==> config.mk <==
export PLATFORM = sky130hd
export DESIGN_NAME = r16_pipe_stage_n
export DESIGN_NICKNAME = d
export VERILOG_FILES = /design/src/rtl/r16_pipe_pkg.sv /design/src/rtl/r16_pipe_slot.sv /design/src/rtl/r16_pipe_stage_n.sv
export SDC_FILE = /design/constraint.sdc
export NUM_CORES = 1
export LEC_CHECK = 0
export CORE_MARGIN = 1
export CORE_UTILIZATION = 50
export DETAILED_ROUTE_END_ITERATION = 10
export PLACE_DENSITY = 0.84
export RECOVER_POWER = 50
export SLEW_MARGIN = 10
export SYNTH_ARGS = -nofsm -noshare
export SYNTH_HDL_FRONTEND = slang
export SYNTH_SLANG_ARGS = --single-unit
==> constraint.sdc <==
create_clock -name clk -period 2.7 [get_ports clk]
set_input_delay 0.405 -clock clk [delete_from_list [all_inputs] [get_ports clk]]
set_output_delay 0.405 -clock clk [all_outputs]
set_load 0.05 [all_outputs]
==> src/rtl/r16_pipe_pkg.sv <==
// Shared constants and helpers for the r16 elastic pipeline stage.
// Width/depth defaults and the occupancy counter width live here.
package r16_pipe_pkg;

   localparam int R16_DEFAULT_WIDTH = 64;
   localparam int R16_MAX_DEPTH     = 8;

   // Counter must represent 0..depth inclusive.
   function automatic int occ_width(input int depth);
      return $clog2(depth + 1);
   endfunction

endpackage : r16_pipe_pkg

==> src/rtl/r16_pipe_slot.sv <==
// One pipeline slot: valid bit plus {A0, Ac, N, D} payload, loaded when load_i is high.
// With R16_PIPE_FLUSH_EN defined a clear_i input drops the valid bit and leaves the payload alone.
module r16_pipe_slot
   import r16_pipe_pkg::*;
#(
   parameter int P_WIDTH = R16_DEFAULT_WIDTH
) (
   input  logic               clk,
   input  logic               rst_n,
`ifdef R16_PIPE_FLUSH_EN
   input  logic               clear_i,
`endif
   input  logic               load_i,
   input  logic               valid_i,
   input  logic               ac_i,
   input  logic [P_WIDTH-1:0] a0_i,
   input  logic [P_WIDTH-1:0] n_i,
   input  logic [P_WIDTH-1:0] d_i,
   output logic               valid_o,
   output logic               ac_o,
   output logic [P_WIDTH-1:0] a0_o,
   output logic [P_WIDTH-1:0] n_o,
   output logic [P_WIDTH-1:0] d_o
);

   logic               valid_q, valid_d;
   logic               ac_q, ac_d;
   logic [P_WIDTH-1:0] a0_q, a0_d;
   logic [P_WIDTH-1:0] n_q, n_d;
   logic [P_WIDTH-1:0] d_q, d_d;

   always_comb begin
      valid_d = valid_q;
      ac_d    = ac_q;
      a0_d    = a0_q;
      n_d     = n_q;
      d_d     = d_q;
      // Payload loads even for an invalid source word; its value is don't-care.
      if (load_i) begin
         valid_d = valid_i;
         ac_d    = ac_i;
         a0_d    = a0_i;
         n_d     = n_i;
         d_d     = d_i;
      end
`ifdef R16_PIPE_FLUSH_EN
      if (clear_i) begin
         valid_d = 1'b0;
      end
`endif
   end

   always_ff @(posedge clk or negedge rst_n) begin
      if (!rst_n) begin
         valid_q <= 1'b0;
         ac_q    <= 1'b0;
         a0_q    <= '0;
         n_q     <= '0;
         d_q     <= '0;
      end else begin
         valid_q <= valid_d;
         ac_q    <= ac_d;
         a0_q    <= a0_d;
         n_q     <= n_d;
         d_q     <= d_d;
      end
   end

   assign valid_o = valid_q;
   assign ac_o    = ac_q;
   assign a0_o    = a0_q;
   assign n_o     = n_q;
   assign d_o     = d_q;

endmodule : r16_pipe_slot

==> src/rtl/r16_pipe_stage_n.sv <==
// P_DEPTH-deep elastic register pipeline with bubble compression and an occupancy counter.
// Optional macro R16_PIPE_FLUSH_EN adds a synchronous flush input that empties every slot.
module r16_pipe_stage_n
   import r16_pipe_pkg::*;
#(
   parameter int P_WIDTH = R16_DEFAULT_WIDTH,
   parameter int P_DEPTH = 4
) (
   input  logic                            clk,
   input  logic                            rst_n,
`ifdef R16_PIPE_FLUSH_EN
   input  logic                            flush,
`endif
   input  logic                            in_valid,
   output logic                            in_ready,
   input  logic [P_WIDTH-1:0]              A0_in,
   input  logic [P_WIDTH-1:0]              N_in,
   input  logic [P_WIDTH-1:0]              D_in,
   input  logic                            Ac_in,
   output logic                            out_valid,
   input  logic                            out_ready,
   output logic [P_WIDTH-1:0]              A0_out,
   output logic [P_WIDTH-1:0]              N_Dn_out,
   output logic [P_WIDTH-1:0]              D_out,
   output logic                            Ac_out,
   output logic [occ_width(P_DEPTH)-1:0]   occupancy
);

   localparam int OCC_W = occ_width(P_DEPTH);

   if (P_DEPTH < 1 || P_DEPTH > R16_MAX_DEPTH) begin : g_bad_depth
      $error("r16_pipe_stage_n: P_DEPTH out of range 1..8");
   end

   logic [P_DEPTH-1:0] adv;
   logic [P_DEPTH-1:0] load_en;
   logic [P_DEPTH-1:0] valid_s;
   logic [P_DEPTH-1:0] ac_s;
   logic [P_WIDTH-1:0] a0_s [P_DEPTH];
   logic [P_WIDTH-1:0] n_s  [P_DEPTH];
   logic [P_WIDTH-1:0] d_s  [P_DEPTH];

   logic [P_DEPTH-1:0] src_valid;
   logic [P_DEPTH-1:0] src_ac;
   logic [P_WIDTH-1:0] src_a0 [P_DEPTH];
   logic [P_WIDTH-1:0] src_n  [P_DEPTH];
   logic [P_WIDTH-1:0] src_d  [P_DEPTH];

   logic               tail_full;
   logic               in_xfer;
   logic               out_xfer;
   logic [OCC_W-1:0]   occ_q, occ_d;

   // Slot k may advance unless it and every slot downstream of it are full while
   // the consumer stalls; the closed form avoids a bit-to-bit combinational chain.
   always_comb begin
      adv       = '0;
      tail_full = 1'b1;
      for (int k = 0; k < P_DEPTH; k++) begin
         tail_full = 1'b1;
         for (int j = k; j < P_DEPTH; j++) begin
            tail_full = tail_full & valid_s[j];
         end
         adv[k] = out_ready | ~tail_full;
      end
   end

`ifdef R16_PIPE_FLUSH_EN
   assign load_en  = adv & ~{P_DEPTH{flush}};
   assign in_ready = adv[0] & ~flush;
`else
   assign load_en  = adv;
   assign in_ready = adv[0];
`endif

   for (genvar k = 0; k < P_DEPTH; k++) begin : g_slot
      if (k == 0) begin : g_head
         assign src_valid[k] = in_valid;
         assign src_ac[k]    = Ac_in;
         assign src_a0[k]    = A0_in;
         assign src_n[k]     = N_in;
         assign src_d[k]     = D_in;
      end else begin : g_body
         assign src_valid[k] = valid_s[k-1];
         assign src_ac[k]    = ac_s[k-1];
         assign src_a0[k]    = a0_s[k-1];
         assign src_n[k]     = n_s[k-1];
         assign src_d[k]     = d_s[k-1];
      end

      r16_pipe_slot #(
         .P_WIDTH (P_WIDTH)
      ) u_slot (
         .clk     (clk),
         .rst_n   (rst_n),
`ifdef R16_PIPE_FLUSH_EN
         .clear_i (flush),
`endif
         .load_i  (load_en[k]),
         .valid_i (src_valid[k]),
         .ac_i    (src_ac[k]),
         .a0_i    (src_a0[k]),
         .n_i     (src_n[k]),
         .d_i     (src_d[k]),
         .valid_o (valid_s[k]),
         .ac_o    (ac_s[k]),
         .a0_o    (a0_s[k]),
         .n_o     (n_s[k]),
         .d_o     (d_s[k])
      );
   end

   assign out_valid = valid_s[P_DEPTH-1];
   assign Ac_out    = ac_s[P_DEPTH-1];
   assign A0_out    = a0_s[P_DEPTH-1];
   assign N_Dn_out  = n_s[P_DEPTH-1];
   assign D_out     = d_s[P_DEPTH-1];

   assign in_xfer  = in_valid & in_ready;
   assign out_xfer = out_valid & out_ready;

   always_comb begin
      occ_d = occ_q;
      case ({in_xfer, out_xfer})
         2'b10:   occ_d = occ_q + OCC_W'(1);
         2'b01:   occ_d = occ_q - OCC_W'(1);
         default: occ_d = occ_q;
      endcase
`ifdef R16_PIPE_FLUSH_EN
      if (flush) begin
         occ_d = '0;
      end
`endif
   end

   always_ff @(posedge clk or negedge rst_n) begin
      if (!rst_n) begin
         occ_q <= '0;
      end else begin
         occ_q <= occ_d;
      end
   end

   assign occupancy = occ_q;

endmodule : r16_pipe_stage_n
# ---- After elaboration in Yosys (flattened, before gate mapping)
# Cells that the tools add are included.
dict set report word_totals {
  regBits 779
}
dict set report classes {
  addsub 2
  mux 1
  n_eq_ne 2
  n_bitwise 16
  reduce_logical 1
}
# operator count
set ops {}
lappend ops {{1-bit AND} 8}
lappend ops {{3-bit one-hot mux with 2 select lines} 1}
lappend ops {{1-bit NOT} 4}
lappend ops {{1-bit OR} 4}
lappend ops {{3-bit by 1-bit adder with 3-bit output, second input constant} 1}
lappend ops {{3-bit by 1-bit subtractor with 3-bit output, second input constant} 1}
lappend ops {{2-bit by 1-bit == test with 1-bit output, second input constant} 1}
lappend ops {{2-bit == test, second input constant} 1}
lappend ops {{2-bit nonzero test} 1}

# ---- Depth between registers and ports, before layout
# Gate-level depths: netlist (run 1).
dict set report logic_depth {
  ltp_word 8
  depth_mapped 11
  ltp_nobuf 8
}

# ---- Modules after synthesis
# From an unflattened synthesis (run 1), not the netlist that was laid out.
dict set report unflattened {
  cells_unflattened 1657
  hier_area_um2 31682.9
}
# module n_inst seq_area_each_um2 cells_per_inst area_per_inst_um2
set modules_own_cells {}
lappend modules_own_cells {r16_pipe_slot 4 4854.7 410 7872.6}
lappend modules_own_cells {r16_pipe_stage_n 1 75.1 17 192.7}

# ---- Worst setup path before layout (run 1)
# OpenSTA, ideal clock, no wires.
dict set report synth_timing {
  path_type {reg2reg}
  from {reg g_slot[3].u_slot.valid_q}
  to {reg occ_q[2] (netlist: occupancy[2])}
  synth_period_minus_slack_ns 2.589
  stages_incl_launch_ff 12
  t_arrival_ns 2.446
  required_time_ns 2.557
  n_path_buf 3
  path_slack_ns 0.111
  path_cell_list {dfrtp_1 -> nor2b_1 -> buf_4 -> nand4_4 -> buf_2 -> buf_6 -> nand2_1 -> ha_1 -> fa_1 -> xnor2_1 -> nor2_1 -> xor2_1}
}
dict set report synth_via {
  elab_chain_len 6
}
# element line
set synth_lines {}
lappend synth_lines {{start: declaration} r16_pipe_slot.sv:26} ;# logic valid_q, valid_d;
lappend synth_lines {{start signal: assignment} r16_pipe_slot.sv:61} ;# valid_q <= valid_d;
lappend synth_lines {{1-bit AND (*)} r16_pipe_stage_n.sv:62} ;# tail_full = tail_full & valid_s[j];
lappend synth_lines {{1-bit NOT (*)} r16_pipe_stage_n.sv:64} ;# adv[k] = out_ready | ~tail_full;
lappend synth_lines {{1-bit OR (*)} r16_pipe_stage_n.sv:64}
lappend synth_lines {{named net in_ready} r16_pipe_stage_n.sv:15} ;# output logic in_ready,
lappend synth_lines {{1-bit AND (*)} r16_pipe_stage_n.sv:119} ;# assign in_xfer = in_valid & in_ready;
lappend synth_lines {{2-bit by 1-bit == test with 1-bit output / 2-bit == test (equally long branches)} r16_pipe_stage_n.sv:124} ;# case ({in_xfer, out_xfer})
lappend synth_lines {{3-bit one-hot mux with 2 select lines / 2-bit nonzero test (equally long branches)} -}
lappend synth_lines {{end signal: assignment} r16_pipe_stage_n.sv:138} ;# occ_q <= '0;
lappend synth_lines {{end signal: assignment} r16_pipe_stage_n.sv:140} ;# occ_q <= occ_d;
lappend synth_lines {{end: declaration} r16_pipe_stage_n.sv:52} ;# logic [OCC_W-1:0] occ_q, occ_d;
# Mark *: on every way through the listed nets, which the timed path passes. The rest lies on a longest branch.
# A chain may end at the register's enable or synchronous reset.

# ---- Worst setup path in the final report (run 1)
dict set report layout_timing {
  from {reg g_slot[3].u_slot.valid_q}
  to {reg g_slot[0].u_slot.a0_q[58]}
}
dict set report layout_via {
  elab_chain_len 3
}
# element line
set layout_lines {}
lappend layout_lines {{1-bit AND} r16_pipe_stage_n.sv:62}
lappend layout_lines {{1-bit NOT} r16_pipe_stage_n.sv:64}
lappend layout_lines {{1-bit OR} r16_pipe_stage_n.sv:64}
lappend layout_lines {{end signal: assignment} r16_pipe_slot.sv:57} ;# a0_q <= '0;
lappend layout_lines {{end signal: assignment} r16_pipe_slot.sv:63} ;# a0_q <= a0_d;
lappend layout_lines {{end: declaration} r16_pipe_slot.sv:28} ;# logic [P_WIDTH-1:0] a0_q, a0_d;
# No other way between the ends.

==> impl_metrics.tcl, run 1 <==
set metrics [dict create \
    yosys.area.top_type "dfrtp_1" \
    leakage_nw 15.5 \
    portBuffers 394 \
    die_y_um 246 \
    path_max_fanout 63 \
    ios 395 \
    cp.arrival_ns 2.82 \
    routedWlPerCell_um 20.4 \
    synth_edf_count 0 \
    drc_errors 0 \
    irDropWorstVdd_mv 0.689 \
    area_growth_pct 22.9 \
    r2r_slack_ns 0.35 \
    tritoncts "done" \
    finalHoldViolations 0 \
    drt_first_pass_iters 6 \
    hp-class "input pin to asynchronous set/reset pin" \
    slew_headroom 0.197 \
    syn_nets 1980 \
    core_area_um2 58900 \
    cts_root_buf "clkbuf_16" \
    clock-sinks 779 \
    setup_tns_ns 0 \
    grt_overflow 0 \
    clk_pin_slew_worst_paths_ns 0.06 \
    max-cap-violations 0 \
    yosysMostFrequentCell "dfrtp_1" \
    fin_crit_ns 2.35 \
    worst_pin_slew_ns 1.20 \
    clockBufferDepth 3 \
    ys_types 19 \
    grt_max_degree 89 \
    final_layout_size_suffix_gt1_frac 0.381 \
    synth_top_area_share 0.655 \
    place.gp.congestion 0.771 \
    syn-instance-count 1781 \
    start_kind "flip-flop" \
    synth_area_um2 29800 \
    grt_usage 0.204 \
    avgSynthCellArea_um2 16.7 \
    total_power_mw 36.0 \
    seq_area_frac_synth 0.655 \
    synth_seq_cells 779 \
    synth_ff_type "dfrtp_1" \
    cts_made_buffers 79 \
    rsz0062_at_grt "false" \
    clock_latency_ns 0.61 \
    viasPerCell 5.17 \
    synth_common_cells "779 x dfrtp_1, 643 x mux2_2, 135 x buf_4" \
    crit_path_start "g_slot[3].u_slot.valid_o$_DFFE_PN0P_" \
    status "finished clean" \
    synth_warnings 0 \
    rows 89 \
    synthArstFlopShare 1.00 \
    antenna_found_initial 9 \
    drt-initial-drc-count 485 \
    grt_pass1_wl_mm 96.4 \
    die_w_um 246 \
    synth_area_leaders "dfrtp_1 65%, mux2_2 24%, mux2_1 4.9%" \
    post-cts-setup-buffer-count 0 \
    clock.fmax_mhz 425 \
    path_class "flip-flop to flip-flop" \
    drv_slew 0 \
    final_nets 2303 \
    setup_violations 0 \
    grt_pass1_vias 17400 \
    routed_wl_mm 60.1 \
    critPathCaptureType "flip-flop" \
    p_per_area_nw_per_um2 984 \
    finalCritPeriodShare 0.871 \
    r2r-start "g_slot[3].u_slot.valid_o$_DFFE_PN0P_" \
    drtAntennaViolNets 0 \
    die-area_um2 60500 \
    cts_htree_levels 3 \
    dp_hpwl_mm 39.6 \
    finClkSkew_ns 0.0199 \
    crit_required_ns 3.17 \
    vias 15200 \
    start_util 0.505 \
]
==> where the power goes <==
part | leakage [nW] | internal [mW] | switching (mW) | total [mW]
clock network | 1.32 | 6.72 | 4.40 | 11.1
logic | 5.09 | 3.99 | 5.48 | 9.47
registers | 9.07 | 14.1 | 1.32 | 15.4
total | 15.5 | 24.8 | 11.2 | 36.0
==> area by class of cell <==
type,instances,area (um^2)
fillers,4038,22300
multi-input cells,789,8850
repair buffers,455,4600
well taps,773,967
diodes,1,2.50
flip-flops and latches,779,19500
clock inverters,27,374
clock buffers,113,2310
==> path summary, 6_finish.rpt <==
check                                                         to  cells after the start
min reg2reg                 g_slot[0].u_slot.n_o[28]$_DFFE_PN0N_                      1
min in group clk            g_slot[0].u_slot.d_o[15]$_DFFE_PN0N_                      2
min                         g_slot[1].u_slot.n_o[53]$_DFFE_PN0P_                      2
max in group asynchronous    g_slot[1].u_slot.d_o[3]$_DFFE_PN0P_                      3
max reg2reg                g_slot[0].u_slot.a0_o[58]$_DFFE_PN0N_                      5
max                        g_slot[0].u_slot.a0_o[58]$_DFFE_PN0N_                      5
==> placed cells by master, fill, tap and decap left out, drive strengths merged <==
| cell | n |
|---|---|
| ha | 1 |
| dfrtp | 779 |
| clkinvlp | 2 |
| xnor2 | 2 |
| nor2b | 1 |
| and2 | 1 |
| clkinv | 13 |
| clkdlybuf4s50 | 392 |
| nand2b | 3 |
| mux2 | 773 |
| dlygate4sd3 | 1 |
| xor2 | 1 |
| buf | 41 |
| fa | 1 |
| clkbuf | 134 |
| or2 | 1 |
| nor2 | 1 |
| nand4 | 1 |
| inv | 4 |
| diode | 1 |
| nand2 | 2 |
| nand3 | 1 |
| bufinv | 8 |
==> logic make-up (layout without fill, tap and decap cells) <==
kind of cell  count (synthesis)  count (layout)  share of synthesized area
flops                       779             779                      0.655
mux                         773             773                      0.292
buf+inv                     213             595                     0.0480
simple gates                 11              11                    0.00269
xor+xnor                      3               3                   0.000883
fa+ha+maj                     2               2                    0.00109
other cells                   0               1                          0
==> stage by stage <==
step / util / setup slack (ns) / hold WS, ns / std cells / area (um^2)
global route: 0.621 / 0.241 / 0.376 / 2937 / 36600
global placement: 0.578 / 0.315 / 0.434 / 2795 / 34100
finish: 0.621 / 0.348 / 0.373 / 2937 / 36600
CTS: 0.624 / 0.308 / 0.343 / 2936 / 36800
detailed placement: 0.578 / 0.303 / 0.442 / 2795 / 34100
floorplan: - / 0.111 / 0.109 / 1781 / 29800
==> flip-flops by register name (all words and copies together) (netlist names) <==
register               cells
g_slot.u_slot.valid_o      4
g_slot.u_slot.ac_o         4
g_slot.u_slot.a0_o       256
g_slot.u_slot.d_o        256
occupancy                  3
g_slot.u_slot.n_o        256
==> critical path, cell delays in order, from the launching register on <==
cell      delay (ns)
dfrtp_1         0.42
nor2b_4         0.16
nand4_4         0.13
clkbuf_2        0.64
buf_12          0.43
mux2_1          0.39
==> metal layers <==
layer	routed length, um	up-vias	global-route usage	part of all wire
met2	29900	351	0.341	0.50
met3	4130	115	0.0589	0.069
met5	99	-	0	0.0016
met1	24300	7945	0.251	0.40
met4	1610	16	0.0734	0.027
li1	-	6753	-	-
==> timing repair <==
item                                    in CTS  in global routing
hold buffers                                 1                  0
endpoints found under the setup margin       0                  0
resized for setup                            0                  0
hold endpoints to repair                    45                  0
No activity file was read; power rests on OpenSTA's default activity.
==> run 2: changes to the inputs <==
Settings changed: ABC_AREA set to 0, CORE_MARGIN 1 to 2, CTS_CLUSTER_DIAMETER set to 50.
==> impl_metrics.tcl, run 2 (synthesis results as in run 1) <==
set metrics [dict create \
    start_kind "flip-flop" \
    area_growth_pct 22.9 \
    whs_ns 0.371 \
    final_layout_size_suffix_gt1_frac 0.375 \
    holdBufCountCts 1 \
    die-area_um2 61500 \
    setup_violations 0 \
    drv_slew 0 \
    worst_slack_ns 0.225 \
    place_area_um2 34000 \
    finClkSkew_ns 0.0193 \
    final_nets 2305 \
    max-cap-violations 0 \
    viasPerCell 5.22 \
    clockBufferDepth 3 \
    drt_first_pass_iters 4 \
    post-cts-setup-buffer-count 0 \
    die_w_um 248 \
    fin_crit_ns 2.48 \
    fin_area_um2 36600 \
    portBuffers 394 \
    dp_hpwl_mm 39.0 \
    cts_htree_levels 3 \
    ios 395 \
    dp_cells 2793 \
    cts_made_buffers 83 \
    crit_required_ns 3.19 \
    final_common_cell "dfrtp_1" \
    irDropWorstVdd_mv 0.710 \
    r2r_slack_ns 0.22 \
    cts_root_buf "clkbuf_16" \
    finalCritPeriodShare 0.917 \
    rows 89 \
    die_y_um 248 \
    critPathCaptureType "flip-flop" \
    clock-sinks 779 \
    worst_pin_slew_ns 1.46 \
    path_class "flip-flop to flip-flop" \
    grt_pass1_vias 17100 \
    core_area_um2 58900 \
    routed_wl_mm 60.3 \
    final_cell_mix "779 x dfrtp_1, 643 x mux2_2, 392 x clkdlybuf4s50_1" \
    drt-initial-drc-count 621 \
    cp.arrival_ns 2.97 \
    start_util 0.505 \
    routedWlPerCell_um 20.5 \
    grt_usage 0.197 \
    leakage_nw 15.4 \
    path_max_fanout 28 \
    n_fill_cell 4080 \
    clk_pin_slew_worst_paths_ns 0.06 \
    drtAntennaViolNets 0 \
    vias 15400 \
    grt_overflow 0 \
    clock_latency_ns 0.63 \
    antenna_found_initial 4 \
    finalHoldViolations 0 \
    cts_resized 0 \
    finalNonFillerCells 2943 \
    status "finished clean" \
    total_power_mw 36.1 \
    p_per_area_nw_per_um2 986 \
    tritoncts "done" \
    clock.fmax_mhz 404 \
    grt_max_degree 96 \
    rsz0062_at_grt "false" \
    setup_tns_ns 0 \
    slew_headroom 0.0244 \
    final_util 0.621 \
    place_ws_ns 0.294 \
    place.gp.congestion 0.762 \
    grt_pass1_wl_mm 94.6 \
    hp-class "input pin to flip-flop" \
    drc_errors 0 \
]
[run 2: power breakdown]
group          leakage (nW)  switching (mW)  internal (mW)
Sequential             9.07            1.34           14.1
Clock                  1.33            4.69           6.52
Combinational          5.04            5.47           3.97
Total                  15.4            11.5           24.6
[run 2: worst paths after layout]
check,cells after the start,from,to
worst max-delay path,6,g_slot[3].u_slot.valid_o$_DFFE_PN0P_,g_slot[2].u_slot.n_o[42]$_DFFE_PN0P_
min in group asynchronous,2,rst_n,g_slot[3].u_slot.a0_o[55]$_DFFE_PN0P_
worst max register to register,6,g_slot[3].u_slot.valid_o$_DFFE_PN0P_,g_slot[2].u_slot.n_o[42]$_DFFE_PN0P_
worst min-delay path,2,D_in[28],g_slot[0].u_slot.d_o[28]$_DFFE_PN0N_
max in group asynchronous,3,rst_n,g_slot[3].u_slot.a0_o[62]$_DFFE_PN0P_
worst min register to register,1,g_slot[0].u_slot.valid_o$_DFFE_PN0N_,g_slot[1].u_slot.valid_o$_DFFE_PN0P_
[run 2: final cells by class]
| cell class | instances | area, um^2 | area share |
|---|---|---|---|
| clock buffer | 114 | 2320 | 0.0635 |
| antenna | 2 | 5.00 | 0.000137 |
| timing repair buffer | 453 | 4550 | 0.124 |
| sequential | 779 | 19500 | 0.533 |
| tap | 773 | 967 | 0.0264 |
| clock inverter | 33 | 413 | 0.0113 |
| multi-input combinational | 789 | 8830 | 0.241 |
[run 2: metal layers]
layer  wire length, um  track usage  vias to the layer above  part of all wire
li1                  -            -                     6763                 -
met1             25100        0.254                     8139              0.42
met2             29900        0.324                      370              0.50
met3              3900       0.0522                       97             0.065
met4              1410       0.0696                        4             0.023
met5                27            0                        -           0.00045
[run 2: worst max-delay path, stage by stage, from the launching register on]
cell	delay [ns]
dfrtp_1	0.41
nor2b_4	0.15
buf_12	0.16
nand2_1	0.21
clkbuf_2	0.69
buf_12	0.29
mux2_2	0.38
==> run 3: changes to the inputs <==
Settings changed: CAP_MARGIN set to 20.
==> results of run 3 <==
The final DEF is identical to that of run 2; final timing and power are the same.
